==> config.mk <==
export PLATFORM = sky130hd
export DESIGN_NAME = ahb_bridge_arbiter
export DESIGN_NICKNAME = d
export VERILOG_FILES = /design/src/rtl/ahb_bridge_arbiter.sv
export SDC_FILE = /design/constraint.sdc
export NUM_CORES = 1
export LEC_CHECK = 0
export BUFFER_PORTS_ARGS = -buffer_cell sky130_fd_sc_hd__buf_2
export CAP_MARGIN = 5
export CORE_AREA = 2 2 83 85
export DETAILED_ROUTE_END_ITERATION = 10
export DIE_AREA = 0 0 85 87
export PLACE_DENSITY = 0.72
export SYNTH_ARGS = -nofsm -noshare
export SYNTH_HDL_FRONTEND = slang
export SYNTH_SLANG_ARGS = --single-unit
export TNS_END_PERCENT = 100
==> constraint.sdc <==
create_clock -name Hclk -period 1.67 [get_ports Hclk]
set_input_delay 0.334 -clock Hclk [delete_from_list [all_inputs] [get_ports Hclk]]
set_output_delay 0.334 -clock Hclk [all_outputs]
set_load 0.02 [all_outputs]
==> src/rtl/ahb_bridge_arbiter.sv <==
// ahb_bridge_arbiter
// Shares the single AHB-lite slave port of the AHB-to-APB bridge between
// NUM_M AHB-lite masters on the Hclk domain.
//
// - Registered round-robin arbitration. The current owner has the lowest
//   priority at the next arbitration point.
// - A burst is never split while the granted master drives SEQ.
// - A MAX_BEATS fairness counter forces the owner to yield at the next
//   non-SEQ point when another master is requesting.
// - The data-phase owner (hmaster_data) is tracked so that Hwdata stays with
//   the master whose address phase was accepted, including across handovers.
//
// Build option: define AHB_ARB_FIXED_PRIO_EN to select fixed priority instead
// (master 0 highest). In that build there is no beat-limit yielding and no
// beat counter.
module ahb_bridge_arbiter #(
    parameter int NUM_M     = 2,   // number of masters, 2..4
    parameter int MAX_BEATS = 8,   // accepted transfers before a forced yield, 1..255
    parameter int DEFAULT_M = 0    // park master when nobody requests
) (
    input  logic                Hclk,
    input  logic                Hresetn,
    input  logic [NUM_M-1:0]    m_hreq,
    input  logic [2*NUM_M-1:0]  m_htrans,
    input  logic [32*NUM_M-1:0] m_haddr,
    input  logic [NUM_M-1:0]    m_hwrite,
    input  logic [32*NUM_M-1:0] m_hwdata,
    output logic [NUM_M-1:0]    m_hgrant,
    input  logic                Hreadyout,
    output logic [1:0]          Htrans,
    output logic [31:0]         Haddr,
    output logic                Hwrite,
    output logic [31:0]         Hwdata,
    output logic                Hreadyin,
    output logic [1:0]          hmaster,
    output logic [1:0]          hmaster_data
);

    // Htrans encodings used by the arbitration rules
    localparam logic [1:0] TR_IDLE = 2'b00;
    localparam logic [1:0] TR_SEQ  = 2'b11;

    // Arbiter states
    localparam logic [0:0] ST_PARK = 1'b0;
    localparam logic [0:0] ST_OWN  = 1'b1;

    localparam logic [1:0]       DEF_IDX   = 2'(DEFAULT_M);
    localparam logic [NUM_M-1:0] DEF_GRANT = NUM_M'(1) << DEFAULT_M;

    // ------------------------------------------------------------------
    // Per-master views, padded to four entries so that a 2-bit master
    // index always selects a real array element.
    // ------------------------------------------------------------------
    logic [3:0]  req4;
    logic [3:0]  write4;
    logic [1:0]  trans4 [4];
    logic [31:0] addr4  [4];
    logic [31:0] wdata4 [4];

    genvar gi;
    generate
        for (gi = 0; gi < 4; gi++) begin : g_unpack
            if (gi < NUM_M) begin : g_used
                assign req4[gi]   = m_hreq[gi];
                assign write4[gi] = m_hwrite[gi];
                assign trans4[gi] = m_htrans[2*gi +: 2];
                assign addr4[gi]  = m_haddr[32*gi +: 32];
                assign wdata4[gi] = m_hwdata[32*gi +: 32];
            end else begin : g_unused
                assign req4[gi]   = 1'b0;
                assign write4[gi] = 1'b0;
                assign trans4[gi] = TR_IDLE;
                assign addr4[gi]  = 32'h0;
                assign wdata4[gi] = 32'h0;
            end
        end
    endgenerate

    // ------------------------------------------------------------------
    // State
    // ------------------------------------------------------------------
    logic [0:0]       state_q, state_d;
    logic [1:0]       hmaster_q, hmaster_d;
    logic [1:0]       hmaster_data_q, hmaster_data_d;
    logic [NUM_M-1:0] grant_q, grant_d;

    // Decoded view of the granted master this cycle
    logic [1:0] g_trans;
    logic       g_req;
    logic       any_req;
    logic       accepted;
    logic       beat_limit;
    logic       own_point;
    logic       arb_point;
    logic [1:0] winner;
    logic       found;

    assign g_trans  = trans4[hmaster_q];
    assign g_req    = req4[hmaster_q];
    assign any_req  = |req4;
    // A transfer is accepted when the bridge is ready and the granted
    // master presents NONSEQ or SEQ (Htrans[1] set).
    assign accepted = Hreadyout & g_trans[1];

`ifdef AHB_ARB_FIXED_PRIO_EN
    // Fixed priority: no fairness yielding, so no beat counter at all.
    assign beat_limit = 1'b0;

    // Lowest-numbered requester wins.
    always_comb begin
        winner = DEF_IDX;
        found  = 1'b0;
        for (int k = 0; k < NUM_M; k++) begin
            if (!found && req4[k]) begin
                winner = 2'(k);
                found  = 1'b1;
            end
        end
    end
`else
    localparam logic [7:0] MAX_B = 8'(MAX_BEATS);

    logic [7:0] beat_cnt_q, beat_cnt_d;
    logic       other_req;

    // Another master besides the current owner wants the bus
    assign other_req  = |(req4 & ~(4'b0001 << hmaster_q));
    assign beat_limit = (beat_cnt_q == MAX_B) && other_req;

    // Round-robin: search starts just after the current owner, the owner
    // itself is considered last.
    always_comb begin
        int c;
        winner = DEF_IDX;
        found  = 1'b0;
        c      = 0;
        for (int k = 1; k <= NUM_M; k++) begin
            c = int'(hmaster_q) + k;
            if (c >= NUM_M) begin
                c = c - NUM_M;
            end
            if (!found && req4[c[1:0]]) begin
                winner = c[1:0];
                found  = 1'b1;
            end
        end
    end

    // Beat counter: cleared by any arbitration decision (including a
    // regrant to the same master), otherwise counts accepted transfers and
    // saturates at the limit. A stall (Hreadyout=0) leaves it untouched.
    always_comb begin
        beat_cnt_d = beat_cnt_q;
        if (arb_point) begin
            beat_cnt_d = 8'd0;
        end else if (accepted && (beat_cnt_q != MAX_B)) begin
            beat_cnt_d = beat_cnt_q + 8'd1;
        end
    end

    // Beat counter register
    always_ff @(posedge Hclk or negedge Hresetn) begin
        if (!Hresetn) begin
            beat_cnt_q <= 8'd0;
        end else begin
            beat_cnt_q <= beat_cnt_d;
        end
    end
`endif

    // While the owner drives SEQ the burst is protected; otherwise the
    // owner gives up the bus when it stops requesting, goes idle, or has
    // used up its beat allowance while someone else waits.
    assign own_point = Hreadyout && (g_trans != TR_SEQ) &&
                       (!g_req || (g_trans == TR_IDLE) || beat_limit);

    // Parked: any request triggers arbitration as soon as the bridge is ready.
    assign arb_point = (state_q == ST_OWN) ? own_point : (Hreadyout && any_req);

    // Next owner / state at an arbitration point; otherwise hold.
    always_comb begin
        state_d   = state_q;
        hmaster_d = hmaster_q;
        if (arb_point) begin
            if (any_req) begin
                state_d   = ST_OWN;
                hmaster_d = winner;
            end else begin
                state_d   = ST_PARK;
                hmaster_d = DEF_IDX;
            end
        end
    end

    // The data phase belongs to whoever owned the address phase on the
    // last ready edge; a stalled data phase keeps its owner.
    always_comb begin
        hmaster_data_d = hmaster_data_q;
        if (Hreadyout) begin
            hmaster_data_d = hmaster_q;
        end
    end

    // One-hot grant decoded from the next owner so the output is registered
    generate
        for (gi = 0; gi < NUM_M; gi++) begin : g_grant
            assign grant_d[gi] = (hmaster_d == 2'(gi));
        end
    endgenerate

    // Arbiter registers; reset parks the bus on the default master.
    always_ff @(posedge Hclk or negedge Hresetn) begin
        if (!Hresetn) begin
            state_q        <= ST_PARK;
            hmaster_q      <= DEF_IDX;
            hmaster_data_q <= DEF_IDX;
            grant_q        <= DEF_GRANT;
        end else begin
            state_q        <= state_d;
            hmaster_q      <= hmaster_d;
            hmaster_data_q <= hmaster_data_d;
            grant_q        <= grant_d;
        end
    end

    // ------------------------------------------------------------------
    // Bridge-side muxes
    // ------------------------------------------------------------------
    // Htrans is gated by reset so the bridge never sees a transfer while
    // the system is held in reset.
    assign Htrans       = Hresetn ? g_trans : TR_IDLE;
    assign Haddr        = addr4[hmaster_q];
    assign Hwrite       = write4[hmaster_q];
    assign Hwdata       = wdata4[hmaster_data_q];
    assign Hreadyin     = Hreadyout;
    assign m_hgrant     = grant_q;
    assign hmaster      = hmaster_q;
    assign hmaster_data = hmaster_data_q;

endmodule

==> Yosys cells after proc, flatten, opt, wreduce, memory -nomap -nowiden <==
Index checks and enable logic that the tools add are counted.
{ "totals": {"reg_bits": 15, "in_bits": 139, "out_inout_bits": 74, "wordCells": 71} }
{ "op_classes": {"addsub": 5, "n_lt_le_gt_ge": 7, "n_eq_ne": 4, "n_shift": 1, "muxes": 29, "n_bitwise": 5, "n_reduce_logical": 15} }
{ "op_table": {"columns": ["op", "count"], "rows": [
  ["binary-select mux 32 bit (select 2 bit)", 2],
  ["2-to-1 mux 32 bit", 4],
  ["2-to-1 mux 2 bit", 9],
  ["2-to-1 mux 8 bit", 2],
  ["< comparator 2 x 3 -> 1 bit (second input constant)", 3],
  ["adder 8 x 1 -> 8 bit (second input constant)", 1],
  ["binary-select mux 1 bit (select 2 bit)", 4],
  ["equality test 8 x 4 -> 1 bit (second input constant)", 1],
  ["!= test 8 x 4 -> 1 bit (second input constant)", 1],
  ["2-to-1 mux 1 bit", 7],
  [">= comparator 3 x 2 -> 1 bit (second input constant)", 2],
  [">= comparator 3 bit (second input constant)", 2],
  ["logical AND 1 bit", 6],
  ["NOT 2 -> 3 bit", 2],
  ["AND 2 x 4 -> 4 bit", 1],
  ["binary-select mux 2 bit (select 2 bit)", 1],
  ["zero test 2 bit", 2],
  ["NOT 4 bit", 1],
  ["OR reduction 4 bit", 1],
  ["left shift 1 x 2 -> 4 bit (first input constant)", 1],
  ["subtractor 2 bit (second input constant)", 2],
  ["adder 2 x 1 -> 3 bit (second input constant)", 1],
  ["adder 2 x 2 -> 3 bit (second input constant)", 1],
  ["equality test 2 x 1 -> 1 bit (second input constant)", 1],
  ["other kinds (6)", 8]
]} }

==> Depth between registers and ports, before layout <==
Gate-level depths: netlist of run 1.
{ "logic_depth": {"word_depth": 12, "ltp_mapped": 7, "depth_no_buf": 7} }

==> Worst setup path before layout of run 1 <==
No wires, ideal clock.
{ "synth_timing": {"path_type": "register to output", "start": "register hmaster_q[0] (netlist: hmaster[0])", "end": "output port Haddr[12]", "arrival_time_ns": 1.511, "required_time_ns": 1.336, "path_slack_ns": -0.175, "path_stages_with_launch": 6, "path_buffers": 3, "path_cell_list": "dfrtp_1 > buf_6 > buf_2 > buf_2 > mux2i_1 > nor2_1"} }
{ "synth_between": {"elab_chain_len": 4} }
{ "synth_lines": {"columns": ["element", "line_no", "source"], "rows": [
  ["from (decl)", "83", "logic [1:0] hmaster_q, hmaster_d;"],
  ["from (signal assigned)", "220", "hmaster_q <= hmaster_d;"],
  ["NOT 2 -> 3 bit (implied by the code)", "232", "assign Haddr = addr4[hmaster_q];"],
  ["binary-select mux 32 bit (select 2 bit)", "232", null],
  ["2-to-1 mux 32 bit (implied by the code) (2 in series)", "232", null],
  ["to (decl)", "31", "output logic [31:0] Haddr,"]
]} }
No other way between the ends. The select of a mux whose other input is x is not followed.

==> Worst setup path in the final report of run 1 <==
Ends and elaborated chain as after synthesis.

==> results of run 1 <==
-- cells by family after synthesis --
group / after synthesis / synth area share
fa+ha+maj: 2 / 0.0136
simple gates: 101 / 0.236
compound gates: 15 / 0.0648
buf+inv: 22 / 0.0559
mux: 71 / 0.391
flops: 15 / 0.205
xor+xnor: 7 / 0.0334
-- worst register-to-register path, delay by kind of cell (launching register included) --
family / cells / cell delay (ns)
and+or+nand+nor: 1 / 0.18
muxes: 1 / 0.29
DFF: 1 / 0.41
buffers and inverters: 1 / 0.12
AOI/OAI and AO/OA: 3 / 0.67
-- state kept, by name (all words and copies together), names as in the netlist, named ones only --
signal / count
m_hgrant: 2
state_q: 1
hmaster_data: 2
hmaster: 1
beat_cnt_q: 8
-- timing repair --
action                     CTS  global route
gates resized for setup     58           104
pin swaps                    3             6
setup endpoints to repair   50            79
setup buffers                4             2
gates cloned                 2             3
-- cell type report --
cell class                      instances  area (µm²)
Fill cell                             533        2510
Tap cell                               80         100
Clock buffer                            4        45.0
Sequential cell                        15         380
Inverter                                4        15.0
Timing Repair Buffer                  247        1800
Multi-Input combinational cell        196        1730
-- placed cells by master, fill, tap and decap left out, drive strengths merged, types with 2 or more instances in the layout --
master and count:
buf 243, nor2 79, mux2i 68, dfrtp 14, nand2 10, clkbuf 8, xor2 6, o21ai 5
inv 4, nand4 3, a21oi 3, mux2 3, ha 2, and3 2
-- layer usage --
layer | track usage | part of all wire
met5 | 0 | 0
met3 | 0.0351 | 0.083
met1 | 0.201 | 0.34
met2 | 0.371 | 0.57
met4 | 0.0317 | 0.0078
-- report_power, final --
group	switching [mW]	leakage [nW]	internal (mW)	total [mW]
registers	0.0905	0.191	0.458	0.549
clock network	0.126	0.0228	0.169	0.295
logic	2.29	1.85	2.56	4.84
-- worst paths after layout --
kind                            endpoint  cells after the start  slack, ns
min in group Hclk                state_q                      3       0.40
max                            Haddr[12]                      6      -0.15
max in group asynchronous    m_hgrant[0]                      2       1.38
min                        beat_cnt_q[0]                      2       0.04
min reg2reg                beat_cnt_q[7]                      2       0.55
max reg2reg                  m_hgrant[1]                      6      -0.12
==> results by group, run 1 <==
Synth
  • Top-count cell post-synth: nor2_1
  • FFs w/ async S/R, synth: 1.00
  • Post-synth EDFFs: 0
  • Main synth FF type: dfrtp_1
  • Distinct cells, synth: 35
  • Top cells by area, synth: mux2i_1 (37%), dfrtp_1 (19%), nor2_1 (16%), xor2_1 (2.9%), buf_2 (1.9%)
  • Sequential area share after synthesis: 0.205
  • FF+latch count, synth: 15
  • Syn_nets: 374
  • Share of the synthesized area in the top cell type: 0.371
  • Post-synth top cells: nor2_1 (79), mux2i_1 (68), dfrtp_1 (14)
  • Cell taking the most area after synthesis: mux2i_1
  • Syn avg cell area: roughly 8 µm²
  • Synth warn: 0
  • Synthesized instance count: ~230
  • Cell area after synthesis: 1840 µm²

Timing
  • Hold Vio Cnt, Final: 0
  • Final hold slack: ~0.042 ns
  • Setup Total Neg Slack: -4.47 ns
  • Clock Skews: 0.000844 ns
  • Tightest Pin Transition: 0.431 ns
  • Max Clock Freq: 0.550 GHz
  • RSZ-0062 raised after global routing: yes
  • Tcrit/Tclk final: 1.09
  • Crit path time final: 1.82 ns
  • Slew Limit Fails: 0
  • Slew HR: 0.710
  • Setup violations, final: 69
  • Setup ws final: -0.147 ns

GRT
  • GRT Total Usage: 0.185
  • Initial antenna violation count: 0
  • Vias in the first global route: 2414
  • Largest net degree at the start of global routing: 30
  • Overflow after GRT: 0
  • First-pass GRT wire length: 11.2 mm

Route
  • Pre-antenna DRT Iters: 4
  • ANT nets after route: 0
  • Final wirelength: around 8.4 mm
  • 1st-iter DRT viols: 75
  • Routed WL per cell: 15.3 µm
  • Vias per inst: approximately 4.8
  • Vias: 2628
  • DRC: 0

Critical path
  • RR Startpoint: hmaster[0]
  • Required @ worst endpoint: about 1.3 ns
  • Max incr delay on CP: 0.41 ns
  • Crit-path cells: buf_6 > buf_12 > buf_8 > mux2i_2 > nor2_2 > buf_6
  • Worst setup path start: hmaster[0]
  • Arr. time, crit path: about 1.5 ns
  • CP Capture Type: output port
  • Critical path class: reg2out
  • CP bufs+invs: 4
  • Slowest cell on crit path: dfrtp_2
  • CP dominant cell by count: buf_6
  • CP top delay family: buffers and inverters
  • CP max FO: 7
  • Startpoint type of the worst setup path: flip-flop

Pwr
  • Leak Pwr: 2.07 nW
  • Tot Pwr: 5.69 mW
  • Worst IR Drop VDD: 800 µV
  • Cell Pwr Density: 1400 nW/µm²

Placement
  • Detailed placement HPWL: 5.76 mm
  • Routability-driven placement congestion ratio: 0.786
  • Placed Cells: 531
  • IO Port Bufs: 212
  • Setup WS pre-CTS: -0.0319 ns
  • Placed Area: 3260 µm²

Die
  • Die area: 7400 µm²
  • Core area: 6570 µm²
  • Die height: just under 90 µm
  • Row cnt: 30
  • IO Pins: 213
  • Starting Density: 0.279
  • Die Wd: 85 µm

Worst hold path
  • Worst Hold Class: in2async

Clock tree
  • Clock H-tree levels: 1
  • CTS tree: built
  • CTS root buffer: clkbuf_8
  • Skew-Pair Late Insertion Delay: 0.25 ns
  • Hold Buf Count CTS: 0
  • CTS sink count: 15
  • Clk pin slew, worst setup/hold paths: 0.06 ns
  • CTS Buf Count: 3
  • CTS Buffer Depth: 2

Flow run
  • Max Cap Viol: 0

Cells and area
  • Final Cell Area: approximately 4000 µm²
  • Area grow syn2layout: 121%
  • Antenna diodes: 0
  • Fraction of layout cells with a size suffix above 1: 0.751
  • Final net count: 608
  • Non-filler instance count after layout: 546
  • Fin util: 0.618

Status
  • Failing checks: setup timing
  • Status: finished, violations left
Note: power is estimated with default switching activity, not from simulation.
==> run 2, diff against run 1 <==
- BUFFER_PORTS_ARGS: -buffer_cell sky130_fd_sc_hd__buf_2 -> not set
- DONT_BUFFER_PORTS: not set -> 1
- PLACE_DENSITY: 0.72 -> 0.42
==> results by group, run 2 (synthesis results as in run 1) <==
Status
  • Failing checks: setup timing
  • Status: finished, violations left

Timing
  • Final hold slack: about 0.23 ns
  • RSZ-0062 raised after global routing: yes
  • Setup ws final: -0.117 ns
  • Setup violations, final: 43
  • Slew Limit Fails: 0
  • Hold Vio Cnt, Final: 0
  • Slew HR: 0.551
  • Crit path time final: about 1.8 ns
  • Max Clock Freq: around 0.56 GHz
  • Clock Skews: 0.00393 ns
  • Setup Total Neg Slack: -1.82 ns
  • Tcrit/Tclk final: 1.07
  • Tightest Pin Transition: 0.671 ns

Clock tree
  • Clk pin slew, worst setup/hold paths: 0.06 ns
  • CTS tree: built
  • Clock H-tree levels: 1
  • Skew-Pair Late Insertion Delay: 0.25 ns
  • CTS Buf Count: 3
  • CTS root buffer: clkbuf_8
  • CTS sink count: 15
  • CTS Buffer Depth: 2

Pwr
  • Tot Pwr: 4.35 mW
  • Worst IR Drop VDD: 758 µV
  • Cell Pwr Density: around 1600 nW/µm²
  • Internal power: 2.27 mW
  • Net Switching: between 2 and 2.5 mW
  • Seq pwr share: 0.134
  • Logic pwr share: 0.798
  • Clk pwr share: 0.068
  • Switching Share: 0.478
  • Leak Pwr: 1.23 nW

Die
  • Die height: roughly 87 µm
  • Core area: 6570 µm²
  • Die Wd: 85 µm
  • IO Pins: 213
  • Die area: 7400 µm²
  • Row cnt: 30
  • Starting Density: 0.279

Route
  • 1st-iter DRT viols: 64
  • Pre-antenna DRT Iters: 4
  • Vias per inst: 5.37
  • Routed WL per cell: ~18 µm
  • DRC: 0
  • ANT nets after route: 0
  • Vias: 1865
  • Final wirelength: 6.16 mm

Cells and area
  • Commonest non-fill, non-tap cell in the layout: mux2i_1
  • Fraction of layout cells with a size suffix above 1: 0.446
  • Area grow syn2layout: 45.0%
  • Max reg flops: 8
  • Antenna diodes: 0
  • Top reg by flops: beat_cnt_q
  • Final net count: 409
  • Most frequent cells in the layout: mux2i_1 (64), nor2_2 (46), nor2_1 (31), buf_4 (31), dfrtp_1 (10)

GRT
  • Overflow after GRT: 0
  • Largest net degree at the start of global routing: 35
  • Vias in the first global route: 1697
  • GRT Total Usage: 0.136
  • Initial antenna violation count: 0
  • First-pass GRT wire length: 8.08 mm

Worst hold path
  • Hold wc startpoint: m_hreq[0]
  • Hold EP: state_q
  • Worst Hold Depth: 2
  • Worst Hold Class: in2reg

Critical path
  • Crit-path cells: buf_4 > bufbuf_16 > nand4b_1 > o311a_4 > o311ai_4 > buf_4 > a41o_1
  • Reg-to-reg slack, setup: -0.12 ns
  • CP max FO: 4
  • Arr. time, crit path: 1.92 ns
  • Slowest cell on crit path: dfrtp_2
  • Startpoint type of the worst setup path: flip-flop
  • RR Startpoint: hmaster[0]
  • Required @ worst endpoint: between 1.5 and 2 ns
  • Reg2reg end: m_hgrant[1]
  • FF-to-FF path depth: 7
  • CP dominant cell by count: buf_4
  • CP Capture Type: flip-flop
  • Critical path class: reg2reg
  • Max incr delay on CP: 0.43 ns

Placement
  • Detailed placement HPWL: 4.56 mm
  • Routability-driven placement congestion ratio: 0.814
  • IO Port Bufs: 0

Flow run
  • Max Cap Viol: 0
run 2: cell count changes in the layout (fill, tap and decap cells not counted), sizes merged:
cell / before / now
buf: 243 / 43
clkbuf: 8 / 7
bufbuf: 0 / 1
dlygate4sd3: 0 / 1
run 2: worst max-delay path, delay by kind of cell, from the launching register on:
| kind | cells | cell delay [ns] |
|---|---|---|
| simple gates | 1 | 0.12 |
| compound gates | 3 | 0.56 |
| buf+inv | 3 | 0.56 |
| flops | 1 | 0.43 |
run 2: layer usage:
layer,global-route usage,up-vias,share of wire
met3,0.0303,0,0.10
met1,0.140,868,0.33
met4,0.0216,0,0
met2,0.282,133,0.56
met5,0,-,0
li1,-,864,-
run 2: repair_timing:
action,4_1_cts,5_1_grt
endpoints found under the hold margin,15,0
pin swaps,6,2
setup buffers,6,0
hold buffers,1,0
setup endpoints to repair,40,50
gates resized for setup,15,4
cloned,4,3
run 2: worst max path at each step:
| stage | startpoint | to | slack, ns | depth (start not counted) |
|---|---|---|---|---|
| after floorplan | hmaster[0] | m_hgrant[1] | -0.09 | 6 |
| after global placement | beat_cnt_q[0] | hmaster[0] | -0.0008 | 7 |
| after detailed placement | beat_cnt_q[1] | m_hgrant[1] | -0.05 | 7 |
| after CTS | hmaster[0] | m_hgrant[1] | -0.11 | 6 |
| after global routing | hmaster[0] | m_hgrant[1] | -0.16 | 6 |
| final | hmaster[0] | m_hgrant[1] | -0.12 | 7 |
run 2: cell type report:
cell class                      count  area (µm²)
Fill cell                         641        3910
Multi-Input combinational cell    196        1530
Timing Repair Buffer               48         586
Sequential cell                    15         382
Tap cell                           80         100
Clock buffer                        4        45.0
Inverter                            4        15.0
run 2: metrics by stage:
step	setup WS [ns]	utilization	area (µm²)	instances
5_1_grt	-0.165	0.405	2660	347
4_1_cts	-0.110	0.391	2570	344
6_report	-0.117	0.405	2660	347
3_3_place_gp	-0.000770	0.349	2290	329
2_1_floorplan	-0.0926	-	1970	233
3_5_place_dp	-0.0532	0.349	2290	329
run 2: power by group through the flow:
stage | clock network, mW | registers, mW | logic [mW]
2_1_floorplan | 0 | 0.577 | 2.17
3_3_place_gp | 0 | 0.569 | 2.74
3_5_place_dp | 0 | 0.570 | 2.75
4_1_cts | 0.300 | 0.566 | 3.29
5_1_grt | 0.323 | 0.596 | 3.67
6_report | 0.296 | 0.583 | 3.47
